--- src/rtl/rvm_mem_arbiter_if.sv ---
// SRAM-style memory port bundle shared by requesters and the arbiter.
// master drives the request (addr/wdata/c_en/w_en/b_en); slave returns rdata/error/stall.
interface rvm_mem_arbiter_if;
    logic [31:0] mem_addr;
    logic [31:0] mem_wdata;
    logic        mem_c_en;
    logic        mem_w_en;
    logic [3:0]  mem_b_en;
    logic [31:0] mem_rdata;
    logic        mem_error;
    logic        mem_stall;

    modport master (
        output mem_addr, mem_wdata, mem_c_en, mem_w_en, mem_b_en,
        input  mem_rdata, mem_error, mem_stall
    );

    modport slave (
        input  mem_addr, mem_wdata, mem_c_en, mem_w_en, mem_b_en,
        output mem_rdata, mem_error, mem_stall
    );
endinterface

--- src/rtl/rvm_mem_arbiter.sv ---
// Two-requester arbiter sharing one SRAM-style memory port, transaction-atomic grants.
// Ports: ACLK, ARESETn, p0/p1 (requester slave ports), s (shared master port), owner (00/01/10).
module rvm_mem_arbiter #(
    parameter bit FIXED_PRIO = 1'b0
) (
    input  logic                    ACLK,
    input  logic                    ARESETn,
    rvm_mem_arbiter_if.slave        p0,
    rvm_mem_arbiter_if.slave        p1,
    rvm_mem_arbiter_if.master       s,
    output logic [1:0]              owner
);

    // Encoding doubles as the owner status value.
    typedef enum logic [1:0] {
        IDLE = 2'b00,
        OWN0 = 2'b01,
        OWN1 = 2'b10
    } state_t;

    state_t state_q, state_d;
    logic   rr_q, rr_d;

    always_ff @(posedge ACLK or negedge ARESETn) begin
        if (!ARESETn) begin
            state_q <= IDLE;
            rr_q    <= 1'b0;
        end else begin
            state_q <= state_d;
            rr_q    <= rr_d;
        end
    end

    always_comb begin
        state_d = state_q;
        rr_d    = rr_q;

        s.mem_addr  = '0;
        s.mem_wdata = '0;
        s.mem_c_en  = 1'b0;
        s.mem_w_en  = 1'b0;
        s.mem_b_en  = '0;

        // A requesting port is held off unless it owns the bus.
        p0.mem_rdata = s.mem_rdata;
        p0.mem_error = 1'b0;
        p0.mem_stall = p0.mem_c_en;
        p1.mem_rdata = s.mem_rdata;
        p1.mem_error = 1'b0;
        p1.mem_stall = p1.mem_c_en;

        unique case (state_q)
            IDLE: begin
                if (p0.mem_c_en && p1.mem_c_en) begin
                    state_d = (FIXED_PRIO || !rr_q) ? OWN0 : OWN1;
                end else if (p0.mem_c_en) begin
                    state_d = OWN0;
                end else if (p1.mem_c_en) begin
                    state_d = OWN1;
                end
            end
            OWN0: begin
                s.mem_addr   = p0.mem_addr;
                s.mem_wdata  = p0.mem_wdata;
                s.mem_c_en   = p0.mem_c_en;
                s.mem_w_en   = p0.mem_w_en;
                s.mem_b_en   = p0.mem_b_en;
                p0.mem_stall = s.mem_stall;
                p0.mem_error = s.mem_error;
                // Abort releases the bus but keeps the pointer.
                if (!p0.mem_c_en) begin
                    state_d = IDLE;
                end else if (!s.mem_stall) begin
                    state_d = IDLE;
                    rr_d    = 1'b1;
                end
            end
            OWN1: begin
                s.mem_addr   = p1.mem_addr;
                s.mem_wdata  = p1.mem_wdata;
                s.mem_c_en   = p1.mem_c_en;
                s.mem_w_en   = p1.mem_w_en;
                s.mem_b_en   = p1.mem_b_en;
                p1.mem_stall = s.mem_stall;
                p1.mem_error = s.mem_error;
                if (!p1.mem_c_en) begin
                    state_d = IDLE;
                end else if (!s.mem_stall) begin
                    state_d = IDLE;
                    rr_d    = 1'b0;
                end
            end
            default: begin
                state_d = IDLE;
            end
        endcase
    end

    assign owner = state_q;

endmodule

--- src/flat_wrapper.sv ---
// flat-port wrapper written by rule: the top's interface ports become plain ports
module rvm_mem_arbiter_flat 
#(
    parameter bit FIXED_PRIO = 1'b0
)
  (ACLK, ARESETn, owner, p0_mem_addr, p0_mem_wdata, p0_mem_c_en, p0_mem_w_en, p0_mem_b_en, p0_mem_rdata, p0_mem_error, p0_mem_stall, p1_mem_addr, p1_mem_wdata, p1_mem_c_en, p1_mem_w_en, p1_mem_b_en, p1_mem_rdata, p1_mem_error, p1_mem_stall, s_mem_addr, s_mem_wdata, s_mem_c_en, s_mem_w_en, s_mem_b_en, s_mem_rdata, s_mem_error, s_mem_stall);
  rvm_mem_arbiter_if p0_i ();
  rvm_mem_arbiter_if p1_i ();
  rvm_mem_arbiter_if s_i ();
  input  logic ACLK;
  input  logic ARESETn;
  output logic [1:0] owner;
  input wire logic [$bits(p0_i.mem_addr)-1:0] p0_mem_addr;
  input wire logic [$bits(p0_i.mem_wdata)-1:0] p0_mem_wdata;
  input wire logic [$bits(p0_i.mem_c_en)-1:0] p0_mem_c_en;
  input wire logic [$bits(p0_i.mem_w_en)-1:0] p0_mem_w_en;
  input wire logic [$bits(p0_i.mem_b_en)-1:0] p0_mem_b_en;
  output wire logic [$bits(p0_i.mem_rdata)-1:0] p0_mem_rdata;
  output wire logic [$bits(p0_i.mem_error)-1:0] p0_mem_error;
  output wire logic [$bits(p0_i.mem_stall)-1:0] p0_mem_stall;
  input wire logic [$bits(p1_i.mem_addr)-1:0] p1_mem_addr;
  input wire logic [$bits(p1_i.mem_wdata)-1:0] p1_mem_wdata;
  input wire logic [$bits(p1_i.mem_c_en)-1:0] p1_mem_c_en;
  input wire logic [$bits(p1_i.mem_w_en)-1:0] p1_mem_w_en;
  input wire logic [$bits(p1_i.mem_b_en)-1:0] p1_mem_b_en;
  output wire logic [$bits(p1_i.mem_rdata)-1:0] p1_mem_rdata;
  output wire logic [$bits(p1_i.mem_error)-1:0] p1_mem_error;
  output wire logic [$bits(p1_i.mem_stall)-1:0] p1_mem_stall;
  output wire logic [$bits(s_i.mem_addr)-1:0] s_mem_addr;
  output wire logic [$bits(s_i.mem_wdata)-1:0] s_mem_wdata;
  output wire logic [$bits(s_i.mem_c_en)-1:0] s_mem_c_en;
  output wire logic [$bits(s_i.mem_w_en)-1:0] s_mem_w_en;
  output wire logic [$bits(s_i.mem_b_en)-1:0] s_mem_b_en;
  input wire logic [$bits(s_i.mem_rdata)-1:0] s_mem_rdata;
  input wire logic [$bits(s_i.mem_error)-1:0] s_mem_error;
  input wire logic [$bits(s_i.mem_stall)-1:0] s_mem_stall;
  assign p0_i.mem_addr = p0_mem_addr;
  assign p0_i.mem_wdata = p0_mem_wdata;
  assign p0_i.mem_c_en = p0_mem_c_en;
  assign p0_i.mem_w_en = p0_mem_w_en;
  assign p0_i.mem_b_en = p0_mem_b_en;
  assign p0_mem_rdata = p0_i.mem_rdata;
  assign p0_mem_error = p0_i.mem_error;
  assign p0_mem_stall = p0_i.mem_stall;
  assign p1_i.mem_addr = p1_mem_addr;
  assign p1_i.mem_wdata = p1_mem_wdata;
  assign p1_i.mem_c_en = p1_mem_c_en;
  assign p1_i.mem_w_en = p1_mem_w_en;
  assign p1_i.mem_b_en = p1_mem_b_en;
  assign p1_mem_rdata = p1_i.mem_rdata;
  assign p1_mem_error = p1_i.mem_error;
  assign p1_mem_stall = p1_i.mem_stall;
  assign s_mem_addr = s_i.mem_addr;
  assign s_mem_wdata = s_i.mem_wdata;
  assign s_mem_c_en = s_i.mem_c_en;
  assign s_mem_w_en = s_i.mem_w_en;
  assign s_mem_b_en = s_i.mem_b_en;
  assign s_i.mem_rdata = s_mem_rdata;
  assign s_i.mem_error = s_mem_error;
  assign s_i.mem_stall = s_mem_stall;
  rvm_mem_arbiter #(.FIXED_PRIO(FIXED_PRIO)) u_core (.ACLK(ACLK), .ARESETn(ARESETn), .p0(p0_i), .p1(p1_i), .s(s_i), .owner(owner));
endmodule
--- config.mk ---
export PLATFORM = sky130hd
export DESIGN_NAME = rvm_mem_arbiter_flat
export DESIGN_NICKNAME = d
export VERILOG_FILES = /design/src/rtl/rvm_mem_arbiter_if.sv /design/src/rtl/rvm_mem_arbiter.sv /design/src/flat_wrapper.sv
export SDC_FILE = /design/constraint.sdc
export NUM_CORES = 1
export LEC_CHECK = 0
export BUFFER_PORTS_ARGS = -buffer_cell sky130_fd_sc_hd__buf_4
export CORE_AREA = 5 5 120 122
export CTS_BUF_LIST = sky130_fd_sc_hd__clkbuf_8
export DETAILED_ROUTE_END_ITERATION = 6
export DIE_AREA = 0 0 125 127
export GPL_ROUTABILITY_DRIVEN = 0
export GPL_TIMING_DRIVEN = 1
export PLACE_DENSITY = 0.44
export REMOVE_ABC_BUFFERS = 1
export SLEW_MARGIN = 20
export SYNTH_ARGS = -nofsm -noshare
export SYNTH_HDL_FRONTEND = slang
export SYNTH_SLANG_ARGS = --single-unit
--- constraint.sdc ---
create_clock -name ACLK -period 2.2 [get_ports ACLK]
set_input_delay 0.33 -clock ACLK [delete_from_list [all_inputs] [get_ports ACLK]]
set_output_delay 0.33 -clock ACLK [all_outputs]
set_load 0.005 [all_outputs]
==> results.yml, run 1 <==
cells_and_area:
  layout_commonest_cell: "buf_4"
  fin_cells: 579
  layout-drive-gt1-share_pct: 57.8
  n_antenna_cell: 0
  fin_nets: 585
  mostFrequentLayoutCells: "buf_4 (220), nor2b_1 (70), a22oi_1 (69)"
  final_area_mm2: 0.00327
  synthToLayoutAreaGrowth_pct: 76.1
pwr:
  power.density_mw_per_mm2: 933
  leakage_uw: 0.00150
  peakVddDrop_mv: 0.482
  finalPower_uw: 3050
sta:
  drv_slew: 0
  tns_ns: 0
  rsz0062_at_grt: "false"
  fmax_mhz: 485
  worstMarginPinSlew_ns: 0.256
  hold-worst-slack_ns: 0.441
  max_slew_margin_pct: 82.9
  fin_skew_ns: 0.000232
  finalSetupViolCount: 0
  finalCriticalPeriod_ns: 2.06
  hold_viol_final: 0
  fin_crit_sh_pct: 93.8
setup_path:
  arrival_ns: 1.73
  cp-end-kind: "output port"
  r2r_cells: 6
  critPathKind: "reg2out"
  r2r-start: "u_core.owner[1]"
  crit_required_ns: 1.87
  startpoint_type: "flip-flop"
  cp_max_fo: 52
  reg2reg_to: "u_core.rr_q"
  rrSetupSlack_ns: 0.67
global_routing:
  grt_max_degree: 53
  grt-ovfl-total: 0
  grt_use_total_pct: 12.2
  grt_pass1_vias: 2473
  grt_first_pass_wirelength_um: 15100
  antenna_found_initial: 0
clocking:
  clk_pin_slew_worst_paths_ns: 0.03
  insertion_delay_ns: 0.21
  numCtsBuffers: 3
  clock-sinks: 3
  clockRootBuffer: "clkbuf_8"
  clk_path_buf_depth: 2
  htreeDepth: 1
  cts_tree: "yes"
floorplan:
  core_area_mm2: 0.0131
  dieWidth_um: 125
  ioPinCount: 316
  design.die.area_mm2: 0.0159
  die_h_um: 127
  start_util_pct: 14.2
  num_rows: 42
outcome:
  status: "complete, no violations"
place:
  post_dp_cell_area_mm2: 0.00320
  place.detailed.instances: 574
  hpwl_um: 9140
  io_buffers: 219
yosys:
  ys_ff_latch: 3
  synth.distinct_cells: 19
  avgSynthCellArea_um2: 7.13
  synthCells: 260
  ys_warn_count: 0
  yosysSeqAreaShare_pct: 4.05
  netlist_area_mm2: 0.00185
route:
  drt_pass1_iterations: 4
  drc: 0
  detail_route.iter0.violations: 93
  vias: 2479
  drtAntennaViolNets: 0
  routed_via_density: 4.28
  wl_um: 11000
  wl_per_cell_um: 18.9
job:
  maxCapViolCount: 0
hold_path:
  hold_class: "in2async"
==> final cells by class <==
| cell class | instances | area, um2 |
|---|---|---|
| Inverter | 4 | 15.0 |
| Clock buffer | 3 | 41.3 |
| Tap cell | 176 | 220 |
| Timing Repair Buffer | 226 | 1740 |
| Fill cell | 1443 | 9820 |
| Clock inverter | 1 | 3.75 |
| Multi-Input combinational cell | 166 | 1170 |
| Sequential cell | 3 | 75.1 |
==> worst max path at each step <==
stage	cells past startpoint	endpoint	slack, ns	start
floorplan	5	s_mem_c_en	-0.50	u_core.owner[1]
global placement	5	s_mem_addr[17]	0.31	u_core.owner[1]
detailed placement	5	s_mem_addr[15]	0.29	u_core.owner[0]
CTS	5	s_mem_addr[15]	0.06	u_core.owner[0]
global route	5	p0_mem_stall	0.04	u_core.owner[1]
finish	5	p0_mem_stall	0.14	u_core.owner[1]
==> synth_stat cells, drive strengths merged <==
master / number / area [um2]
a22oi: 69 / 518
a2bb2oi: 1 / 8.76
a32o: 4 / 40.0
and2: 3 / 18.8
buf: 79 / 567
clkbuf: 8 / 30.0
dfrtp: 3 / 75.1
ha: 5 / 62.6
inv: 4 / 15.0
mux2: 2 / 22.5
mux2i: 1 / 10.0
nand2: 6 / 22.5
nand2b: 2 / 12.5
nor2: 1 / 3.75
nor2b: 70 / 438
o21ai: 2 / 10.0
==> per-stage QoR <==
stage,util (%),worst slack (ns)
4_1_cts,24.9,0.0575
3_5_place_dp,24.5,0.291
6_report,25.0,0.137
3_3_place_gp,24.5,0.309
2_1_floorplan,-,-0.499
5_1_grt,25.0,0.0375
==> routing by layer <==
metal  vias to the layer above  track usage (%)  wire, um
met2                       220             16.7      4490
met4                         4             1.79        87
li1                       1134                -         -
met1                      1112             13.0      3990
met5                         -             9.60       173
met3                         9             11.9      2220
==> where the power goes <==
| group | switching (uW) | internal [uW] | total (uW) |
|---|---|---|---|
| logic | 1260 | 1520 | 2780 |
| clock network | 35.9 | 119 | 155 |
| registers | 35.4 | 79.5 | 115 |
==> cells by family (layout without fill, tap and decap cells) <==
logic type               Yosys count  count (layout)  synth area share, %
buffers and inverters             91             234                 33.0
AND/OR/NAND/NOR                   82              82                 26.7
AO/OA/AOI/OAI                     76              76                 31.1
adder cells (fa/ha/maj)            5               5                 3.37
multiplexers                       3               3                 1.75
flip-flops                         3               3                 4.05
==> registers in the layout (all words and copies together), names as in the netlist <==
register and flops:
u_core.owner 2, u_core.rr_q 1
==> worst max-delay path, cell delays in order (launching register included) <==
cell	delay, ns
dfrtp_1	0.45
inv_1	0.12
ha_2	0.21
buf_12	0.23
mux2_2	0.37
buf_4	0.13
==> timing repair <==
| item | in CTS | in global routing |
|---|---|---|
| endpoints found under the setup margin | 0 | 18 |
| hold buffers | 1 | 0 |
| resized for setup | 0 | 3 |
| endpoints found under the hold margin | 3 | 0 |
| setup buffers | 0 | 0 |
Note: power is estimated with default switching activity, not from simulation.
==> run 2, diff against run 1 <==
--- a/config.mk
+++ b/config.mk
@@ -6,13 +6,13 @@
 export NUM_CORES = 1
 export LEC_CHECK = 0
 export BUFFER_PORTS_ARGS = -buffer_cell sky130_fd_sc_hd__buf_4
-export CORE_AREA = 5 5 120 122
+export CORE_AREA = 2 2 124 126
 export CTS_BUF_LIST = sky130_fd_sc_hd__clkbuf_8
 export DETAILED_ROUTE_END_ITERATION = 6
-export DIE_AREA = 0 0 125 127
+export DIE_AREA = 0 0 126 128
 export GPL_ROUTABILITY_DRIVEN = 0
 export GPL_TIMING_DRIVEN = 1
-export PLACE_DENSITY = 0.44
+export PLACE_DENSITY_LB_ADDON = 0.25
 export REMOVE_ABC_BUFFERS = 1
 export SLEW_MARGIN = 20
 export SYNTH_ARGS = -nofsm -noshare
==> results.yml, run 2 (synthesis results as in run 1) <==
outcome:
  status: "complete, no violations"
cells_and_area:
  fin_nets: 585
  n_antenna_cell: 0
  nFillCells: 1698
  layout-drive-gt1-share_pct: 57.8
  mostFrequentLayoutCells: "buf_4 (219), nor2b_1 (70), a22oi_1 (69)"
  largest_reg_flops: 2
  synthToLayoutAreaGrowth_pct: 78.3
  layout_commonest_cell: "buf_4"
  postLayoutCoreUtil_pct: 22.2
pwr:
  leakage_uw: 0.00151
  power.density_mw_per_mm2: 955
  peakVddDrop_mv: 0.489
place:
  pre_cts_slack_ns: 0.297
  hpwl_um: 9980
  io_buffers: 219
global_routing:
  grt-ovfl-total: 0
  antenna_found_initial: 0
  grt_max_degree: 43
  grt_pass1_vias: 2393
  grt_use_total_pct: 13.1
  grt_first_pass_wirelength_um: 15800
sta:
  fin_skew_ns: 0.00166
  drv_slew: 0
  finalCriticalPeriod_ns: 2.07
  hold_viol_final: 0
  finalSetupViolCount: 0
  worstMarginPinSlew_ns: 0.250
  fin_crit_sh_pct: 94.0
  max_slew_margin_pct: 83.3
  fmax_mhz: 484
  rsz0062_at_grt: "false"
  worst_slack_ns: 0.133
route:
  vias: 2438
  detail_route.iter0.violations: 85
  drt_pass1_iterations: 4
  wl_um: 11800
  routed_via_density: 4.13
  drc: 0
  wl_per_cell_um: 19.9
  drtAntennaViolNets: 0
job:
  maxCapViolCount: 0
setup_path:
  crit_required_ns: 1.87
  cp-end-kind: "output port"
  startpoint_type: "flip-flop"
  arrival_ns: 1.74
  critPathKind: "reg2out"
  cp_max_fo: 36
clocking:
  numCtsBuffers: 3
  cts_tree: "yes"
  post_cts_buffers: 0
  htreeDepth: 1
  clock-sinks: 3
  clk_pin_slew_worst_paths_ns: 0.03
  insertion_delay_ns: 0.22
  clk_path_buf_depth: 2
  clockRootBuffer: "clkbuf_8"
floorplan:
  die_h_um: 128
  num_rows: 45
  core_area_mm2: 0.0149
  start_util_pct: 12.5
  design.die.area_mm2: 0.0161
  dieWidth_um: 126
  ioPinCount: 316
hold_path:
  hold_class: "in2async"
==> run 2: changes by cell type in the layout (fill, tap and decap cells not counted) <==
cell,delta
buf_12,+2
buf_6,-2
buf_4,-1
buf_8,+1
==> run 2: per-layer routing <==
layer	wire [um]	global-route usage (%)	vias up
li1	-	-	1136
met1	3960	13.0	1084
met2	5360	21.1	208
met3	2320	11.5	7
met4	30	1.16	3
met5	103	4.64	-
==> run 2: cell type report <==
type | count | area [um2] | share of cell area (%)
Clock inverter | 1 | 3.75 | 0.114
Inverter | 4 | 15.0 | 0.454
Clock buffer | 3 | 41.3 | 1.25
Multi-Input combinational cell | 166 | 1170 | 35.5
Sequential cell | 3 | 75.1 | 2.27
Timing Repair Buffer | 226 | 1760 | 53.3
Tap cell | 188 | 235 | 7.12
==> run 2: where the power goes <==
part	total (uW)	switching, uW	internal (uW)
combinational	2880	1300	1580
clock	159	40.1	119
sequential	115	35.5	79.5
==> run 2: stage by stage <==
stage               power (uW)  cells  hold slack (ns)  instance area (um2)  setup TNS (ns)
floorplan                 1530    173           0.0344                 1260          -26.93
global placement          2990    586            0.122                 3240               0
detailed placement        3010    586            0.123                 3240               0
CTS                       3200    591            0.428                 3290               0
global route              3450    591            0.463                 3310               0
finish                    3160    591            0.432                 3310               0
==> run 2: critical path, stage by stage (launching register included) <==
cell	delay, ns
dfrtp_1	0.45
inv_1	0.11
ha_2	0.24
buf_12	0.22
mux2_2	0.35
buf_4	0.13
==> run 2: timing repair <==
action,in CTS,in global routing
hold endpoints to repair,3,0
resized for setup,0,3
hold buffers,1,0
endpoints found under the setup margin,0,38
==> run 2: path summary, 6_finish.rpt <==
kind / start / end / slack, ns / cells past startpoint
max: u_core.owner[1] / p0_mem_stall / 0.13 / 5
min: ARESETn / u_core.owner[1] / 0.43 / 2
max reg2reg: u_core.owner[1] / u_core.rr_q / 0.66 / 6
min reg2reg: u_core.rr_q / u_core.rr_q / 0.58 / 2
max in group asynchronous: ARESETn / u_core.rr_q / 1.67 / 2
min in group ACLK: s_mem_stall / u_core.rr_q / 0.50 / 3
